## src/rtl/result_buffer.sv

```systemverilog
// Result FIFO between the accelerator and its consumer, with batch
// tracking driven by the accelerator's completion flag.
module result_buffer #(
  parameter int DATA_W = 21,
  parameter int DEPTH  = 8,
  parameter int AW     = 3
) (
  input  logic              clk,
  input  logic              rst,
  input  logic              wrReq,
  input  logic [DATA_W-1:0] wrData,
  input  logic              wDone,
  input  logic              rdEn,
  output logic [DATA_W-1:0] rdData,
  output logic              rdValid,
  output logic              empty,
  output logic              full,
  output logic [AW:0]       count,
  output logic              overflow,
  output logic              batchDone,
  output logic [7:0]        batchCount
);

  typedef enum logic [1:0] {
    IDLE,
    COLLECT,
    DRAIN
  } state_t;

  state_t              state_q, state_d;
  logic [AW-1:0]       wr_ptr_q, wr_ptr_d;
  logic [AW-1:0]       rd_ptr_q, rd_ptr_d;
  logic [AW:0]         count_q, count_d;
  logic                empty_q, empty_d;
  logic                full_q, full_d;
  logic                overflow_q, overflow_d;
  logic [DATA_W-1:0]   rd_data_q, rd_data_d;
  logic                rd_valid_q, rd_valid_d;
  logic                batch_done_q, batch_done_d;
  logic [7:0]          batch_count_q, batch_count_d;
  logic                wdone_prev_q, wdone_prev_d;
  logic [DATA_W-1:0]   mem_q [DEPTH];

  logic rd_acc;
  logic wr_acc;
  logic wdone_rise;

  // A write into a full FIFO is only legal if a read frees a slot now.
  assign rd_acc     = rdEn & ~empty_q;
  assign wr_acc     = wrReq & (~full_q | rd_acc);
  assign wdone_rise = wDone & ~wdone_prev_q;

  always_comb begin
    wr_ptr_d      = wr_ptr_q;
    rd_ptr_d      = rd_ptr_q;
    count_d       = count_q;
    rd_data_d     = rd_data_q;
    rd_valid_d    = rd_acc;
    overflow_d    = overflow_q | (wrReq & ~wr_acc);
    wdone_prev_d  = wDone;
    state_d       = state_q;
    batch_done_d  = 1'b0;
    batch_count_d = batch_count_q;

    if (wr_acc) begin
      wr_ptr_d = wr_ptr_q + 1'b1;
    end
    if (rd_acc) begin
      rd_ptr_d  = rd_ptr_q + 1'b1;
      rd_data_d = mem_q[rd_ptr_q];
    end

    unique case (1'b1)
      (wr_acc & ~rd_acc): count_d = count_q + 1'b1;
      (rd_acc & ~wr_acc): count_d = count_q - 1'b1;
      default:            count_d = count_q;
    endcase

    empty_d = (count_d == '0);
    full_d  = (count_d == (AW + 1)'(DEPTH));

    unique case (state_q)
      IDLE: begin
        if (wdone_rise) begin
          state_d = DRAIN;
        end else if (wr_acc) begin
          state_d = COLLECT;
        end
      end
      COLLECT: begin
        if (wdone_rise) begin
          state_d = DRAIN;
        end
      end
      DRAIN: begin
        if (count_q == '0) begin
          state_d       = IDLE;
          batch_done_d  = 1'b1;
          batch_count_d = batch_count_q + 8'd1;
        end
      end
      default: state_d = IDLE;
    endcase
  end

  always_ff @(posedge clk) begin
    if (!rst) begin
      state_q       <= IDLE;
      wr_ptr_q      <= '0;
      rd_ptr_q      <= '0;
      count_q       <= '0;
      empty_q       <= 1'b1;
      full_q        <= 1'b0;
      overflow_q    <= 1'b0;
      rd_data_q     <= '0;
      rd_valid_q    <= 1'b0;
      batch_done_q  <= 1'b0;
      batch_count_q <= '0;
      wdone_prev_q  <= 1'b0;
    end else begin
      state_q       <= state_d;
      wr_ptr_q      <= wr_ptr_d;
      rd_ptr_q      <= rd_ptr_d;
      count_q       <= count_d;
      empty_q       <= empty_d;
      full_q        <= full_d;
      overflow_q    <= overflow_d;
      rd_data_q     <= rd_data_d;
      rd_valid_q    <= rd_valid_d;
      batch_done_q  <= batch_done_d;
      batch_count_q <= batch_count_d;
      wdone_prev_q  <= wdone_prev_d;
    end
  end

  // Storage is not reset; the pointers make stale words unreachable.
  always_ff @(posedge clk) begin
    if (rst && wr_acc) begin
      mem_q[wr_ptr_q] <= wrData;
    end
  end

  assign rdData     = rd_data_q;
  assign rdValid    = rd_valid_q;
  assign empty      = empty_q;
  assign full       = full_q;
  assign count      = count_q;
  assign overflow   = overflow_q;
  assign batchDone  = batch_done_q;
  assign batchCount = batch_count_q;

endmodule

```

## config.mk

```make
export PLATFORM = sky130hd
export DESIGN_NAME = result_buffer
export DESIGN_NICKNAME = d
export VERILOG_FILES = /design/src/rtl/result_buffer.sv
export SDC_FILE = /design/constraint.sdc
export NUM_CORES = 1
export LEC_CHECK = 0
export CAP_MARGIN = 20
export CORE_MARGIN = 2
export CORE_UTILIZATION = 45
export CTS_CLUSTER_SIZE = 25
export DETAILED_ROUTE_END_ITERATION = 8
export GPL_TIMING_DRIVEN = 0
export PLACE_DENSITY = 0.7
export SLEW_MARGIN = 5
export SYNTH_ARGS = -nofsm -noshare
export SYNTH_HDL_FRONTEND = slang
export SYNTH_SLANG_ARGS = --single-unit
export TNS_END_PERCENT = 30
```

## constraint.sdc

```tcl
create_clock -name clk -period 4.59 [get_ports clk]
set_input_delay 0.918 -clock clk [delete_from_list [all_inputs] [get_ports clk]]
set_output_delay 0.918 -clock clk [all_outputs]
set_load 0.1 [all_outputs]
```

==> results.cfg <==
[status]
run_status = complete, no violations

[detailed_routing]
highest_layer = met4
num_vias = 4373
drc = 0
met3_wirelength_um = 961
drt_first_iter_violations = 424
firstDrtPassIters = 5
wl_met2_mm = 8.011
routed_wl_mm = 16.58
wl_met1_mm = 7.066
via_per_inst = 5.508
ant_nets = 0
wl_per_cell_um = 20.89

[synthesis]
syn_nets = 477
ys.warnings.count = 0
syn-mean-instance-area_um2 = 18.37
synth-seq-cells = 215
synth-seq-area-share_pct = 73.24
netlist_instances = 445
synth_cell_type_count = 35
synthesis.area_mm2 = 0.008173

[pwr]
seq_power_share_pct = 45.0
power.density_mw_per_mm2 = 496.0
sw_frac_of_total_pct = 28.27
ir_drop_mv = 0.3386
p_switching_uw = 1405
pwr-share-clk_pct = 34.9
leakage_uw = 0.003252
intPower_uw = 3565
power_frac_comb_pct = 20.1

[worst_setup_path]
cp.arrival_ns = 3.83
r2r_start = empty
crit_path_max_fanout = 11
rr_worst_depth = 11
crit_type = input port to flip-flop
end_kind = flip-flop
cp-startpoint = rdEn
max_stage_delay_ns = 0.59
r2r-end = full
worst-r2r-setup-slack_ns = 1.66
startpoint_type = input port
crit_chain = clkdlybuf4s50_1 > nand2b_1 > inv_2 > buf_1 > ha_1 > xor2_1 > ha_1 > a21oi_1 > xor2_1 > nor2_1 > xnor2_1 > nor4b_2
crit_required_ns = 5.00
cpMaxStageDelayCell = buf_1

[die]
rows = 49
die_w_um = 138.8
dieArea_mm2 = 0.01926
ioPinCount = 64
die-height_um = 138.8
initial_core_util_pct = 45.65
design.core.area_mm2 = 0.01790

[placed_design]
hpwlAfterDp_mm = 10.85
gp_congestion = 0.7235
dpl_cell_area_mm2 = 0.009311
placed_cells = 755
port_buffers = 63

[sta]
rsz0062_at_grt = no
drv_slew = 0
finClkSkew_ns = 0.008641
hold_violations = 0
setup_viol = 0
finalCriticalPeriod_ns = 3.418
period_share_pct = 74.46
tightest_slew_ns = 1.000
max_freq_mhz = 292.6
slew_headroom_pct = 33.10
holdWs_ns = 0.4755

[grt]
track_usage_pct = 17.36
grt_pass1_vias = 4540
grt_max_degree = 15
grt_pass1_wl_mm = 25.68
antenna_found_initial = 0
overflow = 0

[cts]
clock_sinks = 215
post_cts_buffers = 0
h-tree-depth = 1
insertion_delay_ns = 0.50
holdBufCountCts = 0
cts_max_path_buffers = 3
tritoncts = done
clkTransAtPathRegs_ns = 0.06
cts_root_buf = clkbuf_16
cts_resized = 0
cts-buffers-inserted = 22

[cells_and_area]
final_area_mm2 = 0.01002
fin_cells = 794
layout_common_cells = edfxtp_1 (168), clkdlybuf4s50_1 (63), dfxtp_1 (47), nor2_1 (42), mux4_2 (42)
final_util_pct = 55.98
final_common_cell = edfxtp_1
drive_above_1_share_pct = 21.42
n_antenna_cell = 0
nets = 582
synthToLayoutAreaGrowth_pct = 22.61

[run]
drv_cap = 0

[min_path]
holdCritStartpoint = state_q[1]
min_to = state_q[0]
holdPathStages = 1
hp-class = flip-flop to flip-flop
==> cell families (layout without fill, tap and decap cells) <==
logic type	after synthesis	after routing	synth area share [%]
muxes	66	66	14.51
buffers and inverters	27	147	1.898
xor gates and xnor gates	15	15	1.607
adders and majority gates	6	6	0.9185
and+or+nand+nor	85	85	4.929
DFF	215	215	73.24
AOI/OAI and AO/OA	31	31	2.893
==> layer usage <==
| metal | up-vias | global-route usage [%] |
|---|---|---|
| li1 | 1966 | - |
| met1 | 2230 | 23.31 |
| met2 | 139 | 28.47 |
| met3 | 38 | 3.004 |
| met4 | 0 | 7.018 |
| met5 | - | 0 |
==> power by group through the flow <==
stage	Sequential, uW	Combinational, uW	Clock, uW
2_1_floorplan	2620	395	0
3_3_place_gp	2270	976	0
3_5_place_dp	2280	1010	0
4_1_cts	2240	1010	1760
5_1_grt	2250	1050	1840
6_report	2240	999	1740
==> cell type report <==
cell class	instances	area [um2]
well taps	229	286.5
flip-flops and latches	215	5986
clock inverters	11	105.1
clock buffers	28	604.3
plain buffers	23	140.1
inverters	4	15.01
fillers	1365	7881
multi-input cells	203	2069
repair buffers	81	814.5
==> through the flow <==
| step | worst slack, ns | setup TNS, ns | power, uW |
|---|---|---|---|
| after floorplan | 0.5729 | 0 | 3017 |
| after global placement | -2.256 | -167.57 | 3250 |
| after detailed placement | 0.6794 | 0 | 3283 |
| after CTS | 1.182 | 0 | 5010 |
| after global routing | 0.9098 | 0 | 5142 |
| final | 1.172 | 0 | 4970 |
==> critical path, delay by kind of cell <==
kind / cells / cell delay (ns)
AOI/OAI and AO/OA: 1 / 0.14
xor gates and xnor gates: 3 / 0.49
adders and majority gates: 2 / 0.56
buffers and inverters: 3 / 1.26
and+or+nand+nor: 3 / 0.46
==> cells in the mapped netlist <==
cell type,number,area [um2]
buf_4,2,15.01
nand2_1,12,45.04
a211oi_1,21,157.7
and3_1,3,18.77
xor2_1,10,87.58
a31o_1,1,8.760
o22a_2,1,10.01
edfxtp_1,168,5045
dfxtp_1,47,940.9
xnor2_1,5,43.79
nor4b_2,1,15.01
nor2b_1,5,31.28
nor4_1,3,18.77
nand4_1,3,18.77
o32ai_2,1,16.27
inv_1,2,7.510
buf_6,5,56.30
inv_2,2,7.510
ha_1,6,75.07
buf_2,7,35.03
nor4_2,1,12.51
clkbuf_1,8,30.03
nand2b_1,3,18.77
buf_1,1,3.750
nor3_1,4,20.02
and2_1,2,12.51
nor2_1,44,165.2
a21oi_1,4,20.02
a21boi_2,1,11.26
a31oi_1,2,12.51
or3_1,2,12.51
mux4_2,42,945.9
mux2i_1,24,240.2
and4_1,1,8.760
nand3_1,1,5.000
==> state kept, by name, indices dropped and copies added (netlist names), 2 cells and up <==
signal	count
mem_q	168
rd_ptr_q	3
batchCount	8
state_q	2
wr_ptr_q	3
rdData	21
count	4
==> worst max-delay path by stage <==
stage             endpoint  slack, ns
6_report              full       1.17
3_3_place_gp   mem_q[1][3]      -2.26
2_1_floorplan  mem_q[1][0]       0.57
4_1_cts               full       1.18
5_1_grt               full       0.91
3_5_place_dp          full       0.68
No activity file was read; power rests on OpenSTA's default activity.
